`src/rtl/pwm_pkg.sv`:
```
// pwm_pkg
// Shared definitions for the multi-channel NPC carrier PWM.
//   - dt_state_t : per-channel dead-time FSM encoding
//   - pwm_clog2  : ceil(log2) helper, never returns less than 1
//   - DEF_PERIOD / DEF_DT : default carrier top value and dead time
package pwm_pkg;

  localparam int DEF_PERIOD = 1000;
  localparam int DEF_DT     = 8;

  typedef enum logic [2:0] {
    ST_OFF = 3'd0,  // both gates off, waiting for enable
    ST_D2H = 3'd1,  // dead interval before the high-side gate
    ST_HI  = 3'd2,  // high-side gate on
    ST_D2L = 3'd3,  // dead interval before the low-side gate
    ST_LO  = 3'd4   // low-side gate on
  } dt_state_t;

  // Width needed to hold values 0..value-1. The result is at least 1, so a
  // zero dead time still yields a legal (unused) counter.
  function automatic int pwm_clog2(input int value);
    int r;
    r = 0;
    while ((1 << r) < value) r = r + 1;
    return (r < 1) ? 1 : r;
  endfunction

endpackage

```
`src/rtl/pwm_deadtime.sv`:
```
// pwm_deadtime
// One channel of complementary gate generation with dead time.
// The raw PWM reference is turned into a high-side and a low-side gate;
// every switch-over passes through a DT-cycle interval with both gates off.
// Ports:
//   clk   in  system clock
//   rst_n in  asynchronous active-low reset (gates drop immediately)
//   en    in  run enable; low forces the FSM to OFF
//   raw   in  registered PWM reference for this channel
//   s_hi  out high-side gate (registered)
//   s_lo  out low-side gate (registered)
module pwm_deadtime
  import pwm_pkg::*;
#(
  parameter int DT = DEF_DT
) (
  input  logic clk,
  input  logic rst_n,
  input  logic en,
  input  logic raw,
  output logic s_hi,
  output logic s_lo
);

  localparam int DTW = pwm_clog2(DT);
  // The dead counter is loaded with DT-1 on entry and the state exits when
  // it reaches zero, giving exactly DT cycles with both gates off.
  localparam logic [DTW-1:0] DT_LOAD = (DT > 0) ? DTW'(DT - 1) : '0;
  localparam bit NO_DEAD = (DT == 0);

  dt_state_t state_reg;
  logic [DTW-1:0] dcnt_reg;

  // Outputs are registered alongside the state so they always decode the
  // state that is being entered; s_hi and s_lo are never set together.
  always_ff @(posedge clk or negedge rst_n) begin
    if (!rst_n) begin
      state_reg <= ST_OFF;
      dcnt_reg  <= '0;
      s_hi      <= 1'b0;
      s_lo      <= 1'b0;
    end else if (!en) begin
      state_reg <= ST_OFF;
      dcnt_reg  <= '0;
      s_hi      <= 1'b0;
      s_lo      <= 1'b0;
    end else begin
      case (state_reg)
        ST_OFF, ST_HI, ST_LO: begin
          if (raw && (state_reg != ST_HI)) begin
            // head toward the high side
            if (NO_DEAD) begin
              state_reg <= ST_HI;
              s_hi      <= 1'b1;
              s_lo      <= 1'b0;
            end else begin
              state_reg <= ST_D2H;
              dcnt_reg  <= DT_LOAD;
              s_hi      <= 1'b0;
              s_lo      <= 1'b0;
            end
          end else if (!raw && (state_reg != ST_LO)) begin
            // head toward the low side
            if (NO_DEAD) begin
              state_reg <= ST_LO;
              s_hi      <= 1'b0;
              s_lo      <= 1'b1;
            end else begin
              state_reg <= ST_D2L;
              dcnt_reg  <= DT_LOAD;
              s_hi      <= 1'b0;
              s_lo      <= 1'b0;
            end
          end
        end
        ST_D2H: begin
          if (!raw) begin
            // reference fell during the dead interval: restart toward low
            state_reg <= ST_D2L;
            dcnt_reg  <= DT_LOAD;
          end else if (dcnt_reg == '0) begin
            state_reg <= ST_HI;
            s_hi      <= 1'b1;
            s_lo      <= 1'b0;
          end else begin
            dcnt_reg <= dcnt_reg - DTW'(1);
          end
        end
        ST_D2L: begin
          if (raw) begin
            // reference rose during the dead interval: restart toward high
            state_reg <= ST_D2H;
            dcnt_reg  <= DT_LOAD;
          end else if (dcnt_reg == '0) begin
            state_reg <= ST_LO;
            s_hi      <= 1'b0;
            s_lo      <= 1'b1;
          end else begin
            dcnt_reg <= dcnt_reg - DTW'(1);
          end
        end
        default: begin
          state_reg <= ST_OFF;
          dcnt_reg  <= '0;
          s_hi      <= 1'b0;
          s_lo      <= 1'b0;
        end
      endcase
    end
  end

endmodule

```
`src/rtl/pwm_npc_multi.sv`:
```
// pwm_npc_multi
// Multi-channel carrier PWM for the NPC inverter. A single carrier counter
// (sawtooth or triangle) is compared against per-channel shadowed duty
// words; each comparison feeds a dead-time stage producing complementary
// gate signals.
// Ports:
//   clk   in  system clock
//   rst_n in  asynchronous active-low reset
//   en    in  run enable; low holds the counter at 0 and turns gates off
//   duty  in  CH*W packed duty words, channel k at [k*W +: W]
//   s_hi  out CH high-side gates
//   s_lo  out CH low-side gates
//   sync  out one-cycle pulse on every cycle where cnt is 0 while running
//   cnt   out current carrier count
module pwm_npc_multi
  import pwm_pkg::*;
#(
  parameter int CH     = 3,
  parameter int W      = 10,
  parameter int PERIOD = DEF_PERIOD,
  parameter int DT     = DEF_DT,
  parameter int CENTER = 0
) (
  input  logic          clk,
  input  logic          rst_n,
  input  logic          en,
  input  logic [CH*W-1:0] duty,
  output logic [CH-1:0] s_hi,
  output logic [CH-1:0] s_lo,
  output logic          sync,
  output logic [W-1:0]  cnt
);

  localparam logic [W-1:0] TOP  = W'(PERIOD);
  localparam logic [W-1:0] LAST = W'(PERIOD - 1);

  logic         run_reg;       // en as seen on the previous edge
  logic         dir_down_reg;  // triangle carrier is on its falling slope
  logic [W-1:0] cnt_next;
  logic         dir_down_next;
  logic         load_shadow;

  // Carrier next-state. The first enabled edge (run_reg still low) keeps the
  // count at 0 so the first running cycle starts a fresh period with sync.
  always_comb begin
    cnt_next      = '0;
    dir_down_next = 1'b0;
    if (en && run_reg) begin
      if (CENTER != 0) begin
        if (!dir_down_reg) begin
          if (cnt == TOP) begin
            cnt_next      = LAST;
            dir_down_next = 1'b1;
          end else begin
            cnt_next = cnt + W'(1);
          end
        end else begin
          if (cnt <= W'(1)) begin
            cnt_next      = '0;
            dir_down_next = 1'b0;
          end else begin
            cnt_next      = cnt - W'(1);
            dir_down_next = 1'b1;
          end
        end
      end else begin
        cnt_next = (cnt == LAST) ? '0 : cnt + W'(1);
      end
    end
  end

  always_ff @(posedge clk or negedge rst_n) begin
    if (!rst_n) begin
      cnt          <= '0;
      dir_down_reg <= 1'b0;
      run_reg      <= 1'b0;
      sync         <= 1'b0;
    end else begin
      cnt          <= cnt_next;
      dir_down_reg <= dir_down_next;
      run_reg      <= en;
      sync         <= en && (cnt_next == '0);
    end
  end

  // Shadow registers follow duty continuously while stopped, and otherwise
  // only on the edge that returns the carrier to 0.
  assign load_shadow = !en || (cnt_next == '0);

  genvar gi;
  generate
    for (gi = 0; gi < CH; gi++) begin : g_ch
      logic [W-1:0] duty_in;
      logic [W-1:0] duty_clamped;
      logic [W-1:0] shadow_reg;
      logic         raw_reg;

      assign duty_in      = duty[gi*W +: W];
      assign duty_clamped = (duty_in > TOP) ? TOP : duty_in;

      always_ff @(posedge clk or negedge rst_n) begin
        if (!rst_n) begin
          shadow_reg <= '0;
          raw_reg    <= 1'b0;
        end else begin
          if (load_shadow) shadow_reg <= duty_clamped;
          raw_reg <= (shadow_reg > cnt);
        end
      end

      pwm_deadtime #(
        .DT(DT)
      ) u_dt (
        .clk  (clk),
        .rst_n(rst_n),
        .en   (en),
        .raw  (raw_reg),
        .s_hi (s_hi[gi]),
        .s_lo (s_lo[gi])
      );
    end
  endgenerate

endmodule
```
`config.mk`:
```
export PLATFORM = sky130hd
export DESIGN_NAME = pwm_npc_multi
export DESIGN_NICKNAME = d
export VERILOG_FILES = /design/src/rtl/pwm_pkg.sv /design/src/rtl/pwm_deadtime.sv /design/src/rtl/pwm_npc_multi.sv
export SDC_FILE = /design/constraint.sdc
export NUM_CORES = 1
export LEC_CHECK = 0
export CORE_MARGIN = 2
export CORE_UTILIZATION = 35
export CTS_CLUSTER_SIZE = 14
export DETAILED_ROUTE_END_ITERATION = 6
export PLACE_DENSITY = 0.5
export SETUP_SLACK_MARGIN = 0.02
export SLEW_MARGIN = 0
export SYNTH_ARGS = -nofsm -noshare
export SYNTH_HDL_FRONTEND = slang
export SYNTH_SLANG_ARGS = --single-unit
```
`constraint.sdc`:
```
create_clock -name clk -period 5.3 [get_ports clk]
set_input_delay 1.325 -clock clk [delete_from_list [all_inputs] [get_ports clk]]
set_output_delay 1.325 -clock clk [all_outputs]
set_load 0.03 [all_outputs]
```
==> impl_metrics.json <==
{
  "status": "completed",
  "slew_headroom": 0.483,
  "viasPerCell": 5.07,
  "wl_per_cell_microns": 14.5,
  "critPathCaptureType": "flip-flop",
  "grt_start_max_net_pins": 39,
  "die_w_microns": 116,
  "ys_async_sr_fraction": 1.00,
  "hpwl_mm": 6.98,
  "num_antenna_cells": 0,
  "startpoint_type": "input pin",
  "power.density_mw_per_mm2": 304,
  "grt_pass1_wl_mm": 16.0,
  "cpPeakStageDelay_ns": 0.60,
  "cts_tree": "built",
  "cts.sinks": 69,
  "dr.pass1.iters": 4,
  "synth_nets": 520,
  "netlist_area_sq_mm": 0.00436,
  "initial_core_util": 0.360,
  "htree_levels": 3,
  "min_from": "g_ch[2].u_dt.dcnt_reg[0]",
  "ir_worst_vdd_v": 0.000121,
  "drive_above_1_share": 0.0955,
  "cp_max_fo": 31,
  "timing.max_cap.violations": 0,
  "synthesis.yosys.warnings": 0,
  "crit_path_top_delay_cell": "nand4b_4",
  "ff2ff_path_depth": 6,
  "core-area_sq_mm": 0.0121,
  "post_cts_buffers": 0,
  "ys_types": 56,
  "total_power_uw": 1590,
  "criticalPathCategory": "in -> reg",
  "avgSynthCellArea_sq_um": 9.69,
  "finalMaxSlewViolations": 0,
  "nets": 557,
  "clock_skew_ns": 0.00562,
  "cts_hold_buffers": 0,
  "wl_mm": 9.55,
  "clock_latency_ns": 0.33,
  "synth-seq-area-share": 0.396,
  "clockBufferDepth": 2,
  "nFillCells": 1225,
  "ys_ff_latch": 69,
  "power_leakage_uw": 0.00227,
  "die_area_sq_mm": 0.0134,
  "endpoint": "g_ch[1].shadow_reg[7]",
  "cts_root_buf": "clkbuf_16",
  "syn_inst": 450,
  "grt_pass1_vias": 3264,
  "antenna_found_initial": 0,
  "synth_enable_flop_cells": 0,
  "routed-via-count": 3343,
  "path_cells": "clkdlybuf4s50_1 > buf_4 > and2_1 > o31ai_2 > a41o_1 > nand4b_4 > mux2_4",
  "ys.flop_type": "dfrtp_1",
  "overflow": 0,
  "finalCritPeriodShare": 0.644,
  "r2r-start": "cnt[0]",
  "r2r_end": "g_ch[1].shadow_reg[7]",
  "numPortBuffers": 49,
  "setup_viol": 0,
  "rows": 40,
  "area_growth_pct": 19.9,
  "layout_common_cells": "dfrtp_1, clkdlybuf4s50_1, inv_1, nor2_1, ha_1",
  "crit_required_ns": 5.52,
  "period_minus_slack_ns": 3.41,
  "ios": 50,
  "startpoint": "en",
  "arrival_ns": 3.63,
  "clk_pin_slew_ns": 0.06,
  "grt.total_usage": 0.154,
  "drc": 0,
  "cts_made_buffers": 9,
  "rsz0062_at_grt": "no",
  "ant_nets": 0,
  "final_common_cell": "dfrtp_1",
  "largest_reg_flops": 30,
  "tns_ns": 0,
  "holdCritPathClass": "reg -> reg",
  "drt_iter0_markers": 155,
  "reg2reg_slack_ns": 2.16,
  "gp_congestion": 0.855,
  "max_freq_ghz": 0.293,
  "worstMarginPinSlew_ns": 0.774,
  "die_y_microns": 116,
  "hold_viol": 0,
  "post_cts_resized": 0
}
## worst max-delay path: cells and delay by family
| family | cells | cell delay [ns] |
|---|---|---|
| and+or+nand+nor | 2 | 0.80 |
| buffers and inverters | 2 | 0.60 |
| muxes | 1 | 0.53 |
| AOI/OAI and AO/OA | 2 | 0.34 |
## per-stage QoR
stage / setup WS [ns] / utilization / instances / hold WS, ns / area [sq um]
after CTS: 1.86 / 0.432 / 660 / 0.505 / 5230
after global placement: 1.54 / 0.406 / 644 / 0.492 / 4910
final: 1.89 / 0.432 / 660 / 0.502 / 5230
after global routing: 1.73 / 0.432 / 660 / 0.536 / 5230
after floorplan: 2.51 / - / 450 / 0.470 / 4360
after detailed placement: 1.51 / 0.406 / 644 / 0.493 / 4910
## how the worst min path moves through the flow
stage                                     endpoint  slack, ns  cells after the start
after floorplan           g_ch[0].u_dt.dcnt_reg[0]       0.47                      2
after global placement           g_ch[1].u_dt.s_hi       0.49                      1
after detailed placement  g_ch[2].u_dt.dcnt_reg[0]       0.49                      2
after CTS                 g_ch[2].u_dt.dcnt_reg[0]       0.51                      2
after global routing         g_ch[1].shadow_reg[9]       0.54                      1
final                     g_ch[2].u_dt.dcnt_reg[0]       0.50                      2
## power by group
part	internal [uW]	switching (uW)	total, uW
Combinational	153	158	312
Clock	411	235	646
Sequential	578	53.0	631
Total	1140	446	1590
## synth_stat cells (all sizes together), types with 2 or more instances
master | number | share of area
o31a | 5 | 0.010
or3 | 2 | 0.0029
ha | 37 | 0.11
o21bai | 2 | 0.0034
nor2b | 5 | 0.0072
nand2b | 8 | 0.011
and3 | 2 | 0.0029
mux2 | 20 | 0.066
o22ai | 2 | 0.0029
buf | 10 | 0.023
a2111oi | 3 | 0.0060
a21oi | 24 | 0.028
inv | 37 | 0.032
a211oi | 2 | 0.0034
nand2 | 34 | 0.029
clkbuf | 15 | 0.013
dfrtp | 69 | 0.40
xnor2 | 8 | 0.016
nor2 | 37 | 0.032
nand3 | 14 | 0.016
a31oi | 5 | 0.0086
o21ai | 31 | 0.036
or2 | 3 | 0.0043
a21o | 15 | 0.026
o211ai | 5 | 0.0098
nand3b | 4 | 0.0069
a22o | 3 | 0.0060
mux2i | 13 | 0.030
o21a | 2 | 0.0034
nor3 | 6 | 0.0069
a22oi | 2 | 0.0034
nand4 | 8 | 0.013
## metal layers
| metal | up-vias | wire, microns | global-route usage |
|---|---|---|---|
| met5 | - | 0 | 0 |
| met4 | 0 | 142 | 0.0532 |
| met3 | 14 | 390 | 0.0361 |
| met2 | 77 | 4500 | 0.251 |
| met1 | 1585 | 4520 | 0.202 |
| li1 | 1667 | - | - |
## cells by family (layout without fill, tap and decap cells)
kind of cell,Yosys count,in the layout,synth area share
flops,69,69,0.396
simple gates,131,131,0.151
xor+xnor,9,9,0.0181
compound gates,109,109,0.165
mux,33,33,0.0961
fa+ha+maj,37,37,0.106
buf+inv,62,104,0.0680
## cell type report
class                           count  area (sq um)  area share
Multi-Input combinational cell    319          2340       0.447
Sequential cell                    69          1730       0.330
Timing Repair Buffer               51           500      0.0957
Clock buffer                       10           229      0.0438
Tap cell                          168           210      0.0402
Inverter                           37           139      0.0265
Clock inverter                      6          87.6      0.0167
(Power assumes the default switching activity.)
